--- src/rtl/exp_horner_sequencer_if.sv ---
// Command/handshake bundle between the range-reduction front end, the
// Horner sequencer and the shared multiplier/adder datapath.
interface exp_horner_sequencer_if #(
    parameter int CNT_W = 3
);
    logic             start;
    logic             abort;
    logic             stall;
    logic             busy;
    logic             done;
    logic [CNT_W-1:0] coef_addr;
    logic             acc_ld;
    logic             mul_ss;
    logic             mul_ss_en;
    logic             add_ss;
    logic             add_ss_en;

    // Sequencer side
    modport slave (
        input  start, abort, stall,
        output busy, done, coef_addr, acc_ld, mul_ss, mul_ss_en, add_ss, add_ss_en
    );

    // Front end / datapath side
    modport master (
        output start, abort, stall,
        input  busy, done, coef_addr, acc_ld, mul_ss, mul_ss_en, add_ss, add_ss_en
    );
endinterface

--- src/rtl/exp_horner_sequencer.sv ---
// Horner-form polynomial sequencer for the exponential unit's Taylor datapath.
// Issues one load/multiply/add command per cycle and walks the coefficient
// ROM address from N_TERMS down to 0. Drives selects and enables only.
//
// state | meaning
// IDLE  | waiting for start, all outputs low
// LOAD  | accumulator loads c[N_TERMS]
// MUL   | multiplier computes acc*x
// ADD   | accumulator takes mul_out + c[k]
// DONE  | accumulator holds y, done pulses
module exp_horner_sequencer #(
    parameter int N_TERMS = 4,
    parameter int CNT_W   = 3
) (
    input logic                  CLK,
    input logic                  rst,
    exp_horner_sequencer_if.slave bus
);

    if (N_TERMS < 1 || (1 << CNT_W) <= N_TERMS) begin : g_bad_params
        $error("exp_horner_sequencer: need N_TERMS >= 1 and 2**CNT_W > N_TERMS");
    end

    localparam logic [CNT_W-1:0] K_TOP    = CNT_W'(N_TERMS);
    localparam logic [CNT_W-1:0] K_TOP_M1 = CNT_W'(N_TERMS - 1);

    typedef enum logic [2:0] {
        IDLE = 3'd0,
        LOAD = 3'd1,
        MUL  = 3'd2,
        ADD  = 3'd3,
        DONE = 3'd4
    } state_t;

    state_t           state_q, state_d;
    logic [CNT_W-1:0] k_q, k_d;

    // State and term counter registers
    always_ff @(posedge CLK or posedge rst) begin
        if (rst) begin
            state_q <= IDLE;
            k_q     <= '0;
        end else begin
            state_q <= state_d;
            k_q     <= k_d;
        end
    end

    // Next state: abort beats stall, stall freezes everything
    always_comb begin
        state_d = state_q;
        k_d     = k_q;
        if (bus.abort) begin
            state_d = IDLE;
            k_d     = '0;
        end else if (!bus.stall) begin
            case (state_q)
                IDLE: begin
                    if (bus.start) begin
                        state_d = LOAD;
                        k_d     = K_TOP;
                    end
                end
                LOAD: begin
                    state_d = MUL;
                    k_d     = K_TOP_M1;
                end
                MUL: begin
                    state_d = ADD;
                end
                ADD: begin
                    // k==0 is tested before decrementing so k never wraps
                    if (k_q == '0) begin
                        state_d = DONE;
                    end else begin
                        state_d = MUL;
                        k_d     = k_q - 1'b1;
                    end
                end
                DONE: begin
                    state_d = IDLE;
                end
                default: begin
                    state_d = IDLE;
                    k_d     = '0;
                end
            endcase
        end
    end

    logic             busy_o, done_o, acc_ld_o, mul_ss_o, mul_en_o, add_ss_o, add_en_o;
    logic [CNT_W-1:0] addr_o;

    // Moore decode of state and k; stall only gates the three enables
    always_comb begin
        busy_o   = 1'b0;
        done_o   = 1'b0;
        acc_ld_o = 1'b0;
        mul_ss_o = 1'b0;
        mul_en_o = 1'b0;
        add_ss_o = 1'b0;
        add_en_o = 1'b0;
        addr_o   = '0;
        case (state_q)
            LOAD: begin
                busy_o   = 1'b1;
                acc_ld_o = 1'b1;
                addr_o   = K_TOP;
            end
            MUL: begin
                busy_o   = 1'b1;
                mul_ss_o = 1'b1;
                mul_en_o = 1'b1;
                addr_o   = k_q;
            end
            ADD: begin
                busy_o   = 1'b1;
                add_en_o = 1'b1;
                addr_o   = k_q;
            end
            DONE: begin
                busy_o   = 1'b1;
                done_o   = 1'b1;
                add_ss_o = 1'b1;
            end
            default: begin
                busy_o = 1'b0;
            end
        endcase
        if (bus.stall) begin
            acc_ld_o = 1'b0;
            mul_en_o = 1'b0;
            add_en_o = 1'b0;
        end
    end

    assign bus.busy      = busy_o;
    assign bus.done      = done_o;
    assign bus.coef_addr = addr_o;
    assign bus.acc_ld    = acc_ld_o;
    assign bus.mul_ss    = mul_ss_o;
    assign bus.mul_ss_en = mul_en_o;
    assign bus.add_ss    = add_ss_o;
    assign bus.add_ss_en = add_en_o;

endmodule

--- src/flat_wrapper.sv ---
// flat-port wrapper written by rule: the top's interface ports become plain ports
module exp_horner_sequencer_flat 
#(
    parameter int N_TERMS = 4,
    parameter int CNT_W   = 3
)
  (CLK, rst, bus_start, bus_abort, bus_stall, bus_busy, bus_done, bus_coef_addr, bus_acc_ld, bus_mul_ss, bus_mul_ss_en, bus_add_ss, bus_add_ss_en);
  exp_horner_sequencer_if #(.CNT_W(CNT_W)) bus_i ();
  input logic CLK;
  input logic rst;
  input wire logic [$bits(bus_i.start)-1:0] bus_start;
  input wire logic [$bits(bus_i.abort)-1:0] bus_abort;
  input wire logic [$bits(bus_i.stall)-1:0] bus_stall;
  output wire logic [$bits(bus_i.busy)-1:0] bus_busy;
  output wire logic [$bits(bus_i.done)-1:0] bus_done;
  output wire logic [$bits(bus_i.coef_addr)-1:0] bus_coef_addr;
  output wire logic [$bits(bus_i.acc_ld)-1:0] bus_acc_ld;
  output wire logic [$bits(bus_i.mul_ss)-1:0] bus_mul_ss;
  output wire logic [$bits(bus_i.mul_ss_en)-1:0] bus_mul_ss_en;
  output wire logic [$bits(bus_i.add_ss)-1:0] bus_add_ss;
  output wire logic [$bits(bus_i.add_ss_en)-1:0] bus_add_ss_en;
  assign bus_i.start = bus_start;
  assign bus_i.abort = bus_abort;
  assign bus_i.stall = bus_stall;
  assign bus_busy = bus_i.busy;
  assign bus_done = bus_i.done;
  assign bus_coef_addr = bus_i.coef_addr;
  assign bus_acc_ld = bus_i.acc_ld;
  assign bus_mul_ss = bus_i.mul_ss;
  assign bus_mul_ss_en = bus_i.mul_ss_en;
  assign bus_add_ss = bus_i.add_ss;
  assign bus_add_ss_en = bus_i.add_ss_en;
  exp_horner_sequencer #(.N_TERMS(N_TERMS), .CNT_W(CNT_W)) u_core (.CLK(CLK), .rst(rst), .bus(bus_i));
endmodule
--- config.mk ---
export PLATFORM = sky130hd
export DESIGN_NAME = exp_horner_sequencer_flat
export DESIGN_NICKNAME = d
export VERILOG_FILES = /design/src/rtl/exp_horner_sequencer_if.sv /design/src/rtl/exp_horner_sequencer.sv /design/src/flat_wrapper.sv
export SDC_FILE = /design/constraint.sdc
export NUM_CORES = 1
export LEC_CHECK = 0
export ABC_CLOCK_PERIOD_IN_PS = 1300
export CAP_MARGIN = 5
export CORE_MARGIN = 2
export CORE_UTILIZATION = 35
export DETAILED_ROUTE_END_ITERATION = 10
export GPL_TIMING_DRIVEN = 0
export SLEW_MARGIN = 5
export SYNTH_ARGS = -nofsm -noshare
export SYNTH_HDL_FRONTEND = slang
export SYNTH_SLANG_ARGS = --single-unit
--- constraint.sdc ---
create_clock -name CLK -period 1.3 [get_ports CLK]
set_input_delay 0.13 -clock CLK [delete_from_list [all_inputs] [get_ports CLK]]
set_output_delay 0.13 -clock CLK [all_outputs]
set_load 0.1 [all_outputs]
==> results.tsv, run 1 <==
stage	metric	value	unit
status	status	finished with violations	
status	failing checks	setup timing	
finish	area of the multi-input gates	450.4	um2
floorplanning	starting density of the core	37.80	%
power_and_ir_drop	Pwr Total	704.2	uW
yosys	Synth Net Count	70	
placement	GPL Wtd Cong	0.8374	
placement	port buffer count	13	
timing	unrepaired setup endpoints after global routing	yes	
critical_path	critical path class	reg2out	
floorplanning	num rows	13	
clock_network	clock root cell	clkbuf_4	
hold_path	Worst Hold Class	in2async	
power_and_ir_drop	clock share of power	22.5	%
power_and_ir_drop	Internal	444.2	uW
routing	WL per Instance	14.65	um
routing	met3 routed WL	54	um
clock_network	CTS Sinks	6	
floorplanning	die width	41.72	um
power_and_ir_drop	power per cell area	683.0	nW/um2
global_routing	first-pass GRT wire length	2235	um
power_and_ir_drop	static leakage	0.4176	nW
global_routing	vias in the first global route	497	
yosys	number of distinct library cells after synthesis	30	
placement	Post-DP HPWL	919	um
yosys	Syn Area/Cell	7.904	um2
finish	Final Util	78.25	%
yosys	mapped cell area	498.0	um2
finish	Reg area	152.6	um2
clock_network	Clock Path Buffers	2	
global_routing	gr usage total	16.32	%
finish	commonest non-fill, non-tap cell in the layout	buf_12	
yosys	EDFF count, synth	0	
critical_path	CP endpoint kind	output port	
finish	# diodes	0	
floorplanning	Die Footprint	1741	um2
placement	Setup WS pre-CTS	-1026	ps
timing	setup slack after layout	-156.2	ps
global_routing	largest net degree at the start of global routing	11	
yosys	fraction of registers with async set/reset	100.0	%
clock_network	TritonCTS clock tree	built	
finish	commonest cells after routing, fill and taps aside	buf_12 (11), buf_4 (8), nor2_1 (6), nor2_4 (5)	
routing	# DRC	0	
power_and_ir_drop	logic gate share of total power	46.8	%
finish	final instance area	1031	um2
critical_path	Setup crit start kind	register	
routing	DR vias	563	
routing	top sig layer	met3	
global_routing	antenna violations before repair	0	
power_and_ir_drop	Max VDD drop	0.5876	mV
job	maxcap violations	0	
timing	TNS Setup	-1446	ps
floorplanning	Die Ht	41.72	um
routing	DRT antenna net count	0	
yosys	Main synth FF type	dfrtp_1	
timing	Tightest Pin Transition	318.6	ps
yosys	register bit total from synthesis	6	
clock_network	latest clock arrival within the worst-skew pair	230	ps
clock_network	cts bufs inserted	3	
finish	area delta synth->final	107.0	%
critical_path	Worst Path Max Fanout	6	
timing	min Tclk post-route	1456	ps
floorplanning	core area	1318	um2
clock_network	clock slew at reported path FFs	40	ps
routing	drt total wl	1509	um
power_and_ir_drop	register share of total power	30.7	%
placement	Placed Area	760.7	um2
finish	nets	97	
critical_path	flop2flop setup slack	-150	ps
critical_path	Critical Path AT	1330	ps
finish	number of fill cells	81	
power_and_ir_drop	Psw	259.9	uW
routing	1st-pass router iterations	4	
routing	Met2 Wirelength	774	um
power_and_ir_drop	Sw Share	36.91	%
global_routing	total gr overflow	0	
timing	Max-Slew Margin vs Limit	78.69	%
clock_network	Hold-fix buffers, CTS	0	
critical_path	Data required, critical path	1170	ps
yosys	sequential share of the synthesized area	30.15	%
clock_network	Clock H-tree levels	1	
yosys	synth warn	0	
timing	final clock skew	1.335	ps
timing	final hold violations	0	
routing	DRT met1 WL	680	um
timing	Tcrit/Tclk final	112.0	%
timing	max frequency	686.7	MHz
timing	Final Max Slew Viols	0	
floorplanning	num ports	15	
timing	Final setup violation count	14	
finish	share of layout cells above drive strength 1	62.50	%
routing	drt initial violations	12	
routing	vias per cell	5.466	
yosys	Syn Inst Count	63	
-- layout make-up --
cell class	instances	share of cell area (%)
tap	15	1.820
sequential	6	14.81
clock buffer	3	2.184
buffer	5	5.218
inverter	6	2.184
multi-input combinational	46	43.69
timing repair buffer	22	30.10
-- synth_stat cells, drive strengths merged, types with 2 or more instances --
cell type	number	share of area, %
a211oi	2	4.0
a21oi	5	5.0
and4b	2	4.0
buf	5	5.8
dfrtp	6	30
ha	2	5.0
inv	6	4.5
nand2	4	3.0
nand2b	3	3.8
nor2	11	8.8
nor3	3	3.0
-- final timing paths --
path / startpoint / endpoint / depth (start not counted)
worst max-delay path: u_core.state_q[0] / bus_done / 4
worst min-delay path: rst / u_core.k_q[0] / 2
min in group CLK: bus_stall / u_core.state_q[2] / 3
worst max register to register: u_core.state_q[0] / u_core.k_q[2] / 5
max in group asynchronous: rst / u_core.state_q[0] / 2
worst min register to register: u_core.k_q[1] / u_core.k_q[1] / 1
-- per-layer routing --
layer	up-vias	global-route usage (%)
met5	-	0
met4	0	5.806
met3	0	0
met2	17	25.62
met1	273	24.18
li1	273	-
-- state kept, by name, summed over array words and instances (netlist names) --
signal and count:
u_core.k_q 3, u_core.state_q 3
-- metrics by stage --
step,hold WS (ps),cells
2_1_floorplan,-79.04,63
3_3_place_gp,349.0,91
3_5_place_dp,349.1,91
4_1_cts,95.58,101
5_1_grt,138.6,103
6_report,99.26,103
-- critical path, stage by stage (launching register included) --
cell and delay, ps:
dfrtp_2 470, nor2_4 180, and2_4 190, buf_6 100, buf_12 160
-- power groups by stage --
stage	combinational (mW)	clock (mW)	sequential, mW
after detailed placement	0.235	0	0.212
after global placement	0.235	0	0.212
final	0.330	0.158	0.216
after CTS	0.287	0.167	0.212
after floorplan	0.187	0	0.208
after global routing	0.347	0.172	0.219
-- what timing repair did --
item | 4_1_cts | 5_1_grt
buffers inserted | 7 | 2
pin swaps | 11 | 7
endpoints found under the setup margin | 14 | 15
endpoints found under the hold margin | 0 | 0
resized for setup | 98 | 11
-- cells by family after synthesis --
group	synth area share, %
AOI/OAI and AO/OA	23.87
xor gates and xnor gates	1.759
adders and majority gates	5.024
buffers and inverters	10.30
DFF	30.15
muxes	2.010
and+or+nand+nor	26.89
Power figures use the tool's default switching activity.
==> run 2, diff against run 1 <==
CAP_MARGIN = unset   (was 5)
==> results of run 2 <==
The final DEF is identical to that of run 1; final timing and power are the same.
==> run 3, diff against run 2 <==
--- a/config.mk
+++ b/config.mk
@@ -8,6 +8,9 @@
 export ABC_CLOCK_PERIOD_IN_PS = 1300
+export CELL_PAD_IN_SITES_DETAIL_PLACEMENT = 1
+export CELL_PAD_IN_SITES_GLOBAL_PLACEMENT = 1
 export CORE_MARGIN = 2
-export CORE_UTILIZATION = 35
+export CORE_UTILIZATION = 28
 export DETAILED_ROUTE_END_ITERATION = 10
 export GPL_TIMING_DRIVEN = 0
+export PLACE_DENSITY_LB_ADDON = 0.1
 export SLEW_MARGIN = 5
==> constraint.sdc (replaced) <==
create_clock -name CLK -period 1.3 [get_ports CLK]
set_input_delay 0.195 -clock CLK [delete_from_list [all_inputs] [get_ports CLK]]
set_output_delay 0.195 -clock CLK [all_outputs]
set_load 0.1 [all_outputs]
==> results.tsv, run 3 (same netlist as run 1, synthesis figures left out) <==
stage	metric	value	unit	change
status	status	finished with violations		
status	failing checks	setup timing		
global_routing	first-pass GRT wire length	2449	um	+9.6%
critical_path	Data required, critical path	1110	ps	-60 ps
global_routing	gr usage total	17.00	%	+0.68 points
floorplanning	Die Footprint	2132	um2	+22%
floorplanning	die width	46.17	um	+11%
critical_path	Reg2Reg Launch Point	u_core.state_q[1]		
finish	share of layout cells above drive strength 1	65.56	%	+3.1 points
routing	WL per Instance	14.79	um	+0.96%
placement	Setup WS pre-CTS	-1123	ps	-97.85 ps
critical_path	Worst R2R End	u_core.k_q[2]		
timing	final hold violations	0		unchanged
clock_network	cts bufs inserted	3		unchanged
critical_path	flop2flop setup slack	-200	ps	-50 ps
global_routing	antenna violations before repair	0		unchanged
timing	max frequency	652.3	MHz	-5.0%
job	maxcap violations	0		unchanged
finish	nets	99		+2.1%
timing	setup slack after layout	-233.0	ps	-76.80 ps
floorplanning	starting density of the core	29.16	%	-8.6 points
timing	min Tclk post-route	1533	ps	+76.80 ps
global_routing	total gr overflow	0		unchanged
hold_path	Worst Hold Class	in2async		
timing	final clock skew	0.8861	ps	-0.4493 ps
critical_path	Worst path slowest cell	dfrtp_1		
routing	1st-pass router iterations	4		unchanged
power_and_ir_drop	Max VDD drop	0.5760	mV	-2.0%
global_routing	largest net degree at the start of global routing	11		unchanged
timing	unrepaired setup endpoints after global routing	yes		
finish	Largest regs	u_core.k_q (3), u_core.state_q (3)		
critical_path	Critical Path AT	1340	ps	about the same
timing	Final Max Slew Viols	0		unchanged
critical_path	critical path class	reg2out		
placement	GPL Wtd Cong	0.7711		-7.9%
timing	Tcrit/Tclk final	117.9	%	+5.9 points
floorplanning	Die Ht	46.17	um	+11%
power_and_ir_drop	power per cell area	662.6	nW/um2	-3.0%
routing	drt initial violations	8		-4
routing	drt total wl	1701	um	+13%
critical_path	Worst Path Max Fanout	7		+1
placement	Post-Place Cells	101		+11%
power_and_ir_drop	Pwr Total	719.6	uW	+2.2%
clock_network	Clock Path Buffers	2		unchanged
routing	vias per cell	5.017		-8.2%
finish	Post-Layout Cell Count	115		+12%
placement	port buffer count	13		unchanged
routing	# DRC	0		unchanged
floorplanning	num ports	15		unchanged
timing	Tightest Pin Transition	318.6	ps	-0.06521 ps
critical_path	slowest stage delay, CP	410	ps	-60 ps
floorplanning	core area	1708	um2	+30%
routing	DR vias	577		+2.5%
critical_path	reg2reg path depth	7		+2
finish	commonest non-fill, non-tap cell in the layout	buf_12		
finish	commonest cells after routing, fill and taps aside	buf_12 (11), buf_4 (8), buf_6 (5), nor2_1 (5), nor2_4 (5)		
placement	Post-DP HPWL	1042	um	+13%
critical_path	Critical path origin	u_core.state_q[1]		
routing	DRT antenna net count	0		unchanged
timing	Final setup violation count	13		-1
clock_network	clock slew at reported path FFs	40	ps	about the same
clock_network	Hold-fix buffers, CTS	0		unchanged
critical_path	Setup crit start kind	register		
clock_network	Clock H-tree levels	1		unchanged
power_and_ir_drop	static leakage	0.4320	nW	+3.5%
finish	area delta synth->final	118.1	%	
clock_network	TritonCTS clock tree	built		
global_routing	vias in the first global route	501		+0.80%
clock_network	latest clock arrival within the worst-skew pair	240	ps	about the same
critical_path	CP endpoint kind	output port		
floorplanning	num rows	15		+2
finish	# diodes	0		unchanged
clock_network	clock root cell	clkbuf_4		
timing	Max-Slew Margin vs Limit	78.70	%	about the same
critical_path	worst path cell trace	buf_6, buf_4, nor3_4, buf_12		
clock_network	CTS Sinks	6		unchanged
==> run 3: timing repair <==
item	CTS	global route
hold endpoints to repair	0	0
resized for setup	96	15
setup endpoints to repair	14	15
pin swaps	11	14
setup buffers	5	6
==> run 3: power by group <==
group / switching, mW / internal [mW]
combinational: 0.194 / 0.151
sequential: 0.0160 / 0.197
clock: 0.0578 / 0.104
==> run 3: layout make-up <==
cell class | instances | area [um2]
Multi-Input combinational cell | 46 | 470.5
Buffer | 5 | 53.80
Inverter | 6 | 22.52
Fill cell | 178 | 621.8
Timing Repair Buffer | 24 | 332.8
Sequential cell | 6 | 152.6
Clock buffer | 3 | 22.52
Tap cell | 25 | 31.28
==> run 3: worst max-delay path, delay by kind of cell (launching register included) <==
kind | cells | cell delay, ps
buf+inv | 3 | 500
flops | 1 | 410
simple gates | 1 | 190
==> run 3: worst max path at each step <==
stage / to / slack [ps]
after CTS: bus_mul_ss_en / -260
final: bus_acc_ld / -230
after global routing: bus_acc_ld / -290
after floorplan: bus_mul_ss_en / -310
after detailed placement: bus_done / -1120
after global placement: bus_done / -1120
==> run 3: through the flow <==
step	hold slack [ps]	utilization, %	TNS [ps]	instance area (um2)
2_1_floorplan	-14.04	-	-1249	611.8
3_3_place_gp	417.5	45.27	-9665	773.2
3_5_place_dp	429.4	45.27	-9681	773.2
4_1_cts	170.7	55.38	-2089	945.9
5_1_grt	215.1	63.59	-3270	1086
6_report	173.6	63.59	-2425	1086
==> run 3: per-layer routing <==
layer  track usage (%)  share of wire, %  vias to the layer above
met4             14.29               2.6                        0
li1                  -                 -                      278
met5                 0                 0                        -
met2             23.06                52                       16
met3             3.137               1.8                        6
met1             22.84                43                      277
==> patch (settings of run 3) <==
`CNT_W` is set to 3 in 3 places; all go to 5.
--- a/src/rtl/exp_horner_sequencer_if.sv
+++ b/src/rtl/exp_horner_sequencer_if.sv
@@ -1,7 +1,7 @@
 // Command/handshake bundle between the range-reduction front end, the
 // Horner sequencer and the shared multiplier/adder datapath.
 interface exp_horner_sequencer_if #(
-    parameter int CNT_W = 3
+    parameter int CNT_W = 5
 );
     logic             start;
     logic             abort;
--- a/src/rtl/exp_horner_sequencer.sv
+++ b/src/rtl/exp_horner_sequencer.sv
@@ -10,7 +10,7 @@
 // DONE  | accumulator holds y, done pulses
 module exp_horner_sequencer #(
     parameter int N_TERMS = 4,
-    parameter int CNT_W   = 3
+    parameter int CNT_W   = 5
 ) (
     input logic                  CLK,
     input logic                  rst,
--- a/src/flat_wrapper.sv
+++ b/src/flat_wrapper.sv
@@ -2,7 +2,7 @@
 module exp_horner_sequencer_flat 
 #(
     parameter int N_TERMS = 4,
-    parameter int CNT_W   = 3
+    parameter int CNT_W   = 5
 )
   (CLK, rst, bus_start, bus_abort, bus_stall, bus_busy, bus_done, bus_coef_addr, bus_acc_ld, bus_mul_ss, bus_mul_ss_en, bus_add_ss, bus_add_ss_en);
   exp_horner_sequencer_if #(.CNT_W(CNT_W)) bus_i ();
Ports: changed (resized bus_coef_addr); port bits go from 15 to 17. No check against the original RTL was run, so the function may have changed too.
==> patch against run 3 <==
The flow still finishes with violations (setup timing). Count of clock-buffer cells in the layout unchanged. Clock power increased by 23%. Routed wire length is 60% higher. Sequential cell count up 2. Power is 13% higher. Synthesized area increased by 21%. Final area is 18% higher. Setup slack lost 0.31 ns.
==> patch: results (changes against run 3) <==
** Finish
- The count of placed standard cells in the final layout, fillers left out is 135 (+17%).
- Share of post-route cells with drive strength above 1 :: 62.96% (-2.6 points)
- The number of antenna repair diodes is 0 (unchanged).
- Biggest registers after layout :: u_core.k_q x5, u_core.state_q x3
- # nets final :: 116 (+17%)

** Place
- Placed Instances :: 113 (+12%)
- The count of buffers from port buffering was 14 (+1).
- Post-detailed-placement half-perimeter wirelength :: 1.359 mm (+30%)
- Final estimated routing congestion in global placement :: 0.7752 (+0.53%)
- Worst slack after detailed placement :: -1.118 ns (+0.005810 ns)

** Synthesis
- Top post-synthesis cells by area :: sky130_fd_sc_hd__dfrtp_1 (33%), sky130_fd_sc_hd__nor2_1 (5.6%), sky130_fd_sc_hd__mux2i_1 (3.3%), sky130_fd_sc_hd__o21ai_0 (3.3%), sky130_fd_sc_hd__nand2b_1 (3.1%)
- Post-synth net total :: 78 (+11%)
- The count of distinct cell types in the synthesized netlist is 33 (+10%).
- Dominant cell by count in the synthesized netlist :: sky130_fd_sc_hd__nor2_1
- In the synthesized netlist the dominant register cell turns out to be sky130_fd_sc_hd__dfrtp_1.
- The post-synthesis sequential area ratio came to 33.26% (+3.1 points).
- The number of warning messages in the yosys log is 0 (unchanged).
- Number of standard cells after synthesis :: 72 (+14%)
- Post-synth top cells :: sky130_fd_sc_hd__nor2_1 (9), sky130_fd_sc_hd__dfrtp_1 (8), sky130_fd_sc_hd__inv_1 (4), sky130_fd_sc_hd__nand2_1 (4), sky130_fd_sc_hd__o21ai_0 (4)
- Fraction of registers with async set or reset after synthesis :: 100.0% (unchanged)

** Pwr
- The worst voltage drop across the vdd grid is 590.7 uV (+2.6%).
- The net load switching power came to 296.1 uW (+11%).
- The leakage power was 0.0005269 uW (+22%).

** Clocking
- The maximum level of the CTS H-tree is 1 (unchanged).
- The insertion delay to the later sink of the worst-skew pair was 0.26 ns (+0.02 ns).
- Clock tree buffer depth :: 2 (unchanged)
- Clk slew on worst S/H paths :: 0.06 ns (+0.02 ns)

** Global route
- Vias in the first global route :: 697 (+39%)
- The largest net degree at the start of global routing came to 11 (unchanged).
- First-pass GRT wire length :: 3.898 mm (+59%)
- The total routing usage reported by global routing was 21.20% (+4.2 points).
- The number of antenna violations at the first check in global routing was 0 (unchanged).

** STA
- Setup WS post-layout :: -0.5406 ns (-0.3076 ns)
- The setup-violating endpoint count in the final report is 20 (+7).
- Tightest Pin Transition :: 0.5113 ns (+0.1927 ns)
- The post-route clock skew was 0.005873 ns (+0.004987 ns).

** Detailed routing
- Per-cell via count in the routed design :: 5.267 (+5.0%)
- The number of iterations in the first detailed-routing pass came to 4 (unchanged).
- Sum of routed wire length over all layers :: 2.716 mm (+60%)

** Outcome
- The final reports fail on setup timing.
- Status :: complete, but fails checks

** Worst setup path
- The peak fanout along the critical path was 4 (-3).
- Start point of the critical path :: u_core.k_q[1]$_DFFE_PP0P_
- Register-to-Register Path Depth :: 6 (-1)
- Data arrival time of the critical path :: 1.96 ns (+0.62 ns)

** Hold path
- Hold WC Path Type :: in2async
-- patch: stage by stage --
step                setup TNS [ns]  power [uW]  cell area, sq um  util, %
finish                      -6.542       810.3              1284    64.13
global route                -7.372       846.0              1284    64.13
CTS                         -5.681       787.7              1241    62.00
detailed placement          -15.67       509.8             903.4    45.13
global placement            -15.30       505.7             903.4    45.13
floorplan                   -5.309       457.5             729.5        -
-- patch: kinds of logic after synthesis --
logic type,Yosys count,synth area share [%]
AOI/OAI and AO/OA,15,17.47
xor gates and xnor gates,2,2.911
adders and majority gates,1,2.079
buffers and inverters,10,7.068
DFF,8,33.26
muxes,3,5.198
and+or+nand+nor,33,32.02
-- patch: routing by layer --
| metal | track usage, % | wire length, um | vias up |
|---|---|---|---|
| li1 | - | - | 325 |
| met1 | 27.32 | 1125 | 357 |
| met2 | 36.62 | 1431 | 22 |
| met3 | 4.464 | 101 | 7 |
| met4 | 4.054 | 57 | 0 |
| met5 | 0 | 0 | - |
-- patch: timing repair --
action	in CTS	in global routing
resized for setup	121	7
pin swaps	6	4
setup buffers	17	3
setup endpoints to repair	19	20
hold buffers	0	0
-- patch: path summary, 6_finish.rpt --
path / slack [ns] / to
max reg2reg: -0.54 / u_core.k_q[0]$_DFFE_PP0P_
min in group CLK: 0.34 / u_core.state_q[0]$_DFFE_PP0P_
min: 0.19 / u_core.state_q[1]$_DFFE_PP0P_
max in group asynchronous: 0.84 / u_core.state_q[2]$_DFFE_PP0P_
min reg2reg: 0.60 / u_core.k_q[4]$_DFFE_PP0P_
max: -0.54 / u_core.k_q[0]$_DFFE_PP0P_
-- patch: area by class of cell --
class	instances	area [sq um]
plain buffers	5	55.05
clock buffers	3	22.52
fillers	204	718.2
inverters	4	20.02
multi-input cells	54	518.0
flip-flops and latches	8	201.4
well taps	27	33.78
repair buffers	34	432.9
-- patch: worst max-delay path, stage by stage (launching register included) --
cell and delay, ns:
sky130_fd_sc_hd__dfrtp_1 0.41, sky130_fd_sc_hd__inv_2 0.09, sky130_fd_sc_hd__ha_4 0.15, sky130_fd_sc_hd__or4b_4 0.49
sky130_fd_sc_hd__buf_4 0.16, sky130_fd_sc_hd__a21boi_0 0.27, sky130_fd_sc_hd__o32ai_2 0.13
-- patch: power by group through the flow --
stage / Combinational [uW] / Clock, uW / Sequential [uW]
2_1_floorplan: 188 / 0 / 269
3_3_place_gp: 234 / 0 / 272
3_5_place_dp: 238 / 0 / 272
4_1_cts: 314 / 206 / 268
5_1_grt: 357 / 218 / 271
6_report: 341 / 200 / 270
